### src/rtl/video_timing_sequencer.sv
// Composite-video line/frame timing generator and 5-bit DAC level sequencer.
// Stage 0 counts h/v, stage 1 classifies and requests pixels, stage 2 drives the DAC code.
module video_timing_sequencer #(
  parameter int LINE_CYCLES       = 1024,
  parameter int HSYNC_CYCLES      = 75,
  parameter int ACTIVE_START      = 192,
  parameter int ACTIVE_LEN        = 768,
  parameter int FRAME_LINES       = 312,
  parameter int VSYNC_LINES       = 3,
  parameter int ACTIVE_LINE_START = 23,
  parameter int ACTIVE_LINES      = 256,
  parameter int BLACK_LEVEL       = 9
) (
  input  logic       clk,
  input  logic       rst,
  input  logic       enable,
  output logic       pixel_req,
  output logic [9:0] x,
  output logic [8:0] y,
  input  logic [4:0] pixel_level,
  input  logic       pixel_valid,
  output logic [4:0] video,
  output logic       valid,
  output logic       line_start,
  output logic       frame_start,
  output logic [7:0] underruns
);

  localparam int H_W = $clog2(LINE_CYCLES);
  localparam int V_W = $clog2(FRAME_LINES);
  localparam logic [H_W-1:0] H_LAST = H_W'(LINE_CYCLES - 1);
  localparam logic [V_W-1:0] V_LAST = V_W'(FRAME_LINES - 1);

  // BLACK encodes as zero so cleared and idle stage-1 registers both mean "black".
  typedef enum logic [1:0] {
    REG_BLACK  = 2'd0,
    REG_SYNC   = 2'd1,
    REG_ACTIVE = 2'd2
  } region_t;

  logic [H_W-1:0] h;
  logic [V_W-1:0] v;
  region_t        region0;
  region_t        region1;
  logic           line_start1;
  logic           frame_start1;

  // Stage 0: free-running raster counters, parked at (0,0) while disabled.
  // NOTE: sequential state uses non-blocking (<=) so every register samples pre-edge values.
  always_ff @(posedge clk or negedge rst) begin
    if (!rst) begin
      h <= '0;
      v <= '0;
    end else if (!enable) begin
      h <= '0;
      v <= '0;
    end else if (h == H_LAST) begin
      h <= '0;
      v <= (v == V_LAST) ? '0 : v + 1'b1;
    end else begin
      h <= h + 1'b1;
    end
  end

  always_comb begin
    // NOTE: assigning a default before any branch keeps this purely combinational (no latch).
    region0 = REG_BLACK;
    if (int'(v) < VSYNC_LINES) begin
      if (int'(h) < LINE_CYCLES - HSYNC_CYCLES) region0 = REG_SYNC;
    end else if (int'(h) < HSYNC_CYCLES) begin
      region0 = REG_SYNC;
    end else if (int'(v) >= ACTIVE_LINE_START &&
                 int'(v) <  ACTIVE_LINE_START + ACTIVE_LINES &&
                 int'(h) >= ACTIVE_START &&
                 int'(h) <  ACTIVE_START + ACTIVE_LEN) begin
      region0 = REG_ACTIVE;
    end
  end

  // Stage 1: registered region plus the pixel request coordinates.
  always_ff @(posedge clk or negedge rst) begin
    if (!rst) begin
      region1      <= REG_BLACK;
      x            <= '0;
      y            <= '0;
      line_start1  <= 1'b0;
      frame_start1 <= 1'b0;
    end else if (!enable) begin
      region1      <= REG_BLACK;
      x            <= '0;
      y            <= '0;
      line_start1  <= 1'b0;
      frame_start1 <= 1'b0;
    end else begin
      region1      <= region0;
      x            <= (region0 == REG_ACTIVE) ? 10'(int'(h) - ACTIVE_START) : '0;
      y            <= (region0 == REG_ACTIVE) ? 9'(int'(v) - ACTIVE_LINE_START) : '0;
      line_start1  <= (h == '0);
      frame_start1 <= (h == '0) && (v == '0);
    end
  end

  assign pixel_req = (region1 == REG_ACTIVE);

  // Stage 2: DAC level select; the pixel response is consumed on the edge ending the request cycle.
  always_ff @(posedge clk or negedge rst) begin
    if (!rst) begin
      video       <= '0;
      valid       <= 1'b0;
      line_start  <= 1'b0;
      frame_start <= 1'b0;
      underruns   <= '0;
    end else begin
      valid       <= (region1 == REG_ACTIVE);
      line_start  <= line_start1;
      frame_start <= frame_start1;
      unique case (region1)
        REG_SYNC:   video <= '0;
        REG_ACTIVE: video <= pixel_valid ? pixel_level : 5'(BLACK_LEVEL);
        default:    video <= 5'(BLACK_LEVEL);
      endcase
      if (region1 == REG_ACTIVE && !pixel_valid && underruns != 8'hFF)
        underruns <= underruns + 8'd1;
    end
  end

endmodule

### config.mk
export PLATFORM = sky130hd
export DESIGN_NAME = video_timing_sequencer
export DESIGN_NICKNAME = d
export VERILOG_FILES = /design/src/rtl/video_timing_sequencer.sv
export SDC_FILE = /design/constraint.sdc
export NUM_CORES = 1
export LEC_CHECK = 0
export ABC_AREA = 0
export CAP_MARGIN = 20
export CORE_ASPECT_RATIO = 1.75
export CORE_MARGIN = 1.5
export CORE_UTILIZATION = 30
export CTS_CLUSTER_SIZE = 8
export DETAILED_ROUTE_END_ITERATION = 12
export MAX_ROUTING_LAYER = met4
export PLACE_DENSITY = 0.5
export SKIP_LAST_GASP = 1
export SLEW_MARGIN = 10
export SYNTH_ARGS = -nofsm -noshare
export SYNTH_HDL_FRONTEND = slang
export SYNTH_SLANG_ARGS = --single-unit
### constraint.sdc
create_clock -name clk -period 2.6 [get_ports clk]
set_input_delay 0.52 -clock clk [delete_from_list [all_inputs] [get_ports clk]]
set_output_delay 0.52 -clock clk [all_outputs]
set_load 0.01 [all_outputs]
* Word-level counts from Yosys, hierarchy flattened
Index checks and enable logic that the tools add are counted.
Storage, ports and cells: bits in registers 58, latch bits 0, bits in writable memories 0, ROM bits 0, input port bits 9, output and inout port bits 36, memories 0
Operators by class: add/sub/neg operators 5, $mul 0, div/mod/pow operators 0, magnitude comparators 7, equal/unequal tests 7, shifts and indexed selects 0, mux-type cells 18, bitwise gates (word level) 0, reductions and logical operators 9
Operators with widths (count):
- 9-bit 2-to-1 mux | 5
- 10-bit 2-to-1 mux | 4
- 10-bit less-than comparator, second input constant | 2
- 10-bit by 1-bit adder with 10-bit output, second input constant | 1
- 10-bit equality test, second input constant | 1
- 10-bit by 8-bit >= comparator with 1-bit output, second input constant | 1
- 10-bit zero test | 1
- 10-bit by 7-bit less-than comparator with 1-bit output, second input constant | 1
- 5-bit case mux with 2 select lines | 1
- 10-bit by 8-bit subtractor with 10-bit output, second input constant | 1
- 9-bit by 1-bit adder with 9-bit output, second input constant | 1
- 9-bit equality test, second input constant | 1
- 9-bit by 5-bit >= comparator with 1-bit output, second input constant | 1
- 9-bit zero test | 1
- 9-bit by 2-bit less-than comparator with 1-bit output, second input constant | 1
- 9-bit less-than comparator, second input constant | 1
- 9-bit by 5-bit subtractor with 9-bit output, second input constant | 1
- 8-bit by 1-bit adder with 8-bit output, second input constant | 1
- 2-bit 2-to-1 mux | 4
- 8-bit inequality test, second input constant | 1
- 1-bit logical AND | 6
- 5-bit 2-to-1 mux | 1
- 2-bit equality test, second input constant | 2
- 1-bit 2-to-1 mux | 3
- 3 further kinds | 3

* Depth between registers and ports, before layout
depth after elaboration 10, depth in mapped cells 7, depth with buffers taken out 6

* Worst setup path after synthesis
Ideal clock, no wire load.
path kind register to register, start reg h[7], end reg v[8], setup time 122 ps, arrival 1610 ps, data required time 2478 ps, path slack 868 ps, stages on the path, launching flop included 7, buffers on the path 1, cells stage by stage dfrtp_1 -> ha_1 -> nand3_1 -> o31ai_1 -> clkbuf_1 -> o21ai_0 -> o2bb2ai_1
On the way: longest elaborated chain between the ends 2
Ends and longest elaborated chain:
- start: declaration | RTL line 41 | logic [H_W-1:0] h;
- start signal: assignment | RTL line 61 | h <= h + 1'b1;
- 10-bit equality test | RTL line 57 | end else if (h == H_LAST) begin
- 2-bit by 1-bit inequality test with 1-bit output (no line)
- end signal: assignment | RTL line 59 | v <= (v == V_LAST) ? '0 : v + 1'b1;
- end: declaration | RTL line 42 | logic [V_W-1:0] v;
No other way between the ends. A chain may end at the register's enable or synchronous reset.

* Worst setup path in the final report
start reg region1[0], end out pixel_req
On the way: longest elaborated chain between the ends 1
Ends and longest elaborated chain:
- start: declaration | RTL line 44 | region_t region1;
- start signal: assignment | RTL line 95 | region1 <= region0;
- 2-bit equality test | RTL line 103 | assign pixel_req = (region1 == REG_ACTIVE);
- end: declaration | RTL line 17 | output logic pixel_req,
No other way between the ends.

==> metrics.csv <==
stage,metric,value,unit
run_status,outcome,"finished, final reports clean",
global_route,total track usage,14.7,%
cts,H-tree levels,3,
floorplanning,io pins,45,
sta,relative slew slack,49.4,%
cts,CTS tree,yes,
yosys,Mean Syn Cell Area,10.2,um2
floorplanning,Die Width,77.8,um
yosys,syn_nets,308,
yosys,Synth top area share,49.4,%
floorplanning,initial core utilization,31.0,%
global_route,first-pass GRT wire length,11500,um
cts,clk_lat worst skew,0.32,ns
drt,DR iter-0 viols,121,
drt,Post-DRT Antenna Nets,0,
final_layout,Layout Area Growth over Synthesis,28.4,%
critical_path,"CP delay by family, top",buffers and inverters,
yosys,Cells after Synth,287,
global_route,vias in the first global route,2252,
cts,Clock Sinks,58,
global_route,met1 track demand over resource,15.2,%
power_and_ir_drop,Power Internal,1.67,mW
cts,CTS resizes,0,
final_layout,post-layout util,39.8,%
yosys,fraction of registers with async set/reset,100,%
floorplanning,die area,10400,um2
placed_design,Final HPWL DP,4900,um
critical_path,CP max stage delay,0.56,ns
critical_path,Critical Path RT,2.08,ns
power_and_ir_drop,Static Leak,1.62,nW
critical_path,Max Fanout on Critical Path,6,
global_route,gr busiest metal,met2,
sta,min cycle time layout,2.08,ns
sta,Final period util,79.9,%
floorplanning,die span in y,134,um
cts,clock-pin slew of the registers on the worst-case setup and hold paths,0.05,ns
critical_path,WP data arrival,1.56,ns
drt,vias per cell,4.89,
power_and_ir_drop,Logic pwr share,3.7,%
sta,Final setup viols,0,
min_path,Hold WC Path Type,input pin to asynchronous set/reset pin,
yosys,"Seq/Total Area, Yosys",49.4,%
cts,TritonCTS Buffers,9,
drt,Via Count,2232,
yosys,"FF+latch count, synth",58,
global_route,grt ovf,0,
sta,Setup TNS,0,ns
yosys,Yosys warning count,0,
critical_path,Buf/Inv on CP,2,
cts,"Hold-fix buffers, CTS",0,
critical_path,Crit-path slowest cell,clkdlybuf4s50_1,
global_route,met3 Usage GRT,3.06,%
critical_path,CP Cell Sequence,inv_1 -> ha_1 -> clkdlybuf4s50_1,
job,Max Cap Viol,0,
cts,CTS root buffer,clkbuf_16,
critical_path,Setup Crit Path Kind,flip-flop to output pin,
final_layout,# diodes,0,
yosys,Main synth FF type,dfrtp_1,
power_and_ir_drop,Switching Fraction,21.2,%
sta,Max Fclk,481,MHz
yosys,top-count cell post-synth,dfrtp_1,
yosys,area of the mapped netlist,2940,um2
power_and_ir_drop,clock power share,52.5,%
final_layout,cell area after layout,3770,um2
power_and_ir_drop,VDD IR max,340,uV
yosys,Post-synth EDFFs,0,
cts,CTS max path bufs,2,
global_route,initial antenna violation count,0,
placed_design,post-placement cell area,3480,um2
drt,drt drc,0,
global_route,largest net degree at the start of global routing,59,
final_layout,share of cells above drive strength 1,12.0,%
yosys,Area contributors post-synth,"dfrtp_1, ha_1, nand2_1, nor3_2, xnor2_1",
yosys,Cell variety after synth,48,
global_route,met2 usage,26.3,%
power_and_ir_drop,Power Density,561,nW/um2
cts,postcts setup bufs,0,
power_and_ir_drop,sw power,0.449,mW
sta,Fin. Hold Viols,0,
yosys,most frequent cells after synthesis,"dfrtp_1, nand2_1, nand3_1",
sta,Clock Skew,0.00508,ns
sta,Final Worst Setup Slack,0.522,ns
sta,slew at the pin closest to its max-slew limit,0.759,ns
sta,RSZ-0062 raised after global routing,no,
power_and_ir_drop,Reg power frac,43.8,%
critical_path,startpoint types,flip-flop,
floorplanning,core area,9470,um2
yosys,"area leader, netlist",dfrtp_1,
placed_design,pre-CTS WS,0.561,ns
critical_path,CP Capture Type,output pin,
floorplanning,row count,47,
sta,fin. max-slew vios,0,
drt,WL per Instance,15.1,um
drt,total wire length,6870,um
final_layout,Layout Nets,350,
drt,drt first pass iters,4,
placed_design,routability cong.,0.825,
placed_design,port bufs,44,
## power by group through the flow
stage / registers [mW] / logic (mW) / clock network (mW)
finish: 0.926 / 0.0783 / 1.11
global route: 0.927 / 0.0891 / 1.19
CTS: 0.926 / 0.0814 / 1.15
detailed placement: 0.941 / 0.0812 / 0
global placement: 0.941 / 0.0812 / 0
floorplan: 0.939 / 0.0291 / 0
## logic make-up after synthesis
kind of cell	Yosys count	share of synthesized area [%]
AO/OA/AOI/OAI	41	10.3
XOR/XNOR	19	5.66
adder cells (fa/ha/maj)	12	5.11
buffers and inverters	36	5.87
flip-flops	58	49.4
multiplexers	1	0.383
AND/OR/NAND/NOR	120	23.3
## registers in the layout, summed over array words and instances (netlist names)
register,count
underruns,8
frame_start1,1
y,9
valid,1
h,10
line_start,1
video,5
line_start1,1
region1,2
x,10
v,9
frame_start,1
## cell type report
| cell class | count | area [um2] |
|---|---|---|
| Fill cell | 940 | 5700 |
| Clock buffer | 12 | 267 |
| Tap cell | 122 | 153 |
| Timing Repair Buffer | 51 | 488 |
| Clock inverter | 4 | 25.0 |
| Inverter | 16 | 60.1 |
| Multi-Input combinational cell | 193 | 1330 |
| Sequential cell | 58 | 1450 |
## metal layers
layer | up-vias | wire length (um) | part of all wire [%]
met5 | - | 0 | 0
met4 | 0 | 121 | 1.8
met3 | 7 | 224 | 3.3
met2 | 43 | 3880 | 56
met1 | 1086 | 2640 | 38
li1 | 1096 | - | -
## path summary, 6_finish.rpt
kind	startpoint	to	slack, ns	cells after the start
setup / recovery	region1[0]	pixel_req	0.52	3
hold / removal	rst	h[5]	0.34	2
setup reg to reg	h[7]	v[4]	0.64	5
hold reg to reg	frame_start1	frame_start	0.35	0
max in group asynchronous	rst	y[7]	1.74	2
min in group clk	frame_start1	frame_start	0.35	0
## stage by stage
step	power [mW]	hold WS, ns	instances
after detailed placement	1.02	0.343	440
final	2.12	0.336	456
after global placement	1.02	0.337	440
after global routing	2.21	0.367	456
after CTS	2.16	0.354	456
after floorplan	0.968	0.224	287
## placed cells by master (no fill, tap or decap), drive strengths merged, types with 8 or more instances in the layout
cell | Yosys | routed
ha | 12 | 12
nand2 | 27 | 27
inv | 16 | 16
nor3 | 22 | 22
xnor2 | 10 | 10
o21ai | 9 | 9
nand3 | 17 | 17
xor2 | 9 | 9
dfrtp | 58 | 58
nor2 | 11 | 11
clkbuf | 6 | 12
clkdlybuf4s50 | 0 | 43
buf | 14 | 8
## worst register-to-register path, delay by kind of cell, from the launching register on
family / cells / cell delay [ns]
adder cells (fa/ha/maj): 1 / 0.31
flip-flops: 1 / 0.48
AO/OA/AOI/OAI: 1 / 0.12
AND/OR/NAND/NOR: 3 / 0.99
No activity file was read; power rests on OpenSTA's default activity.
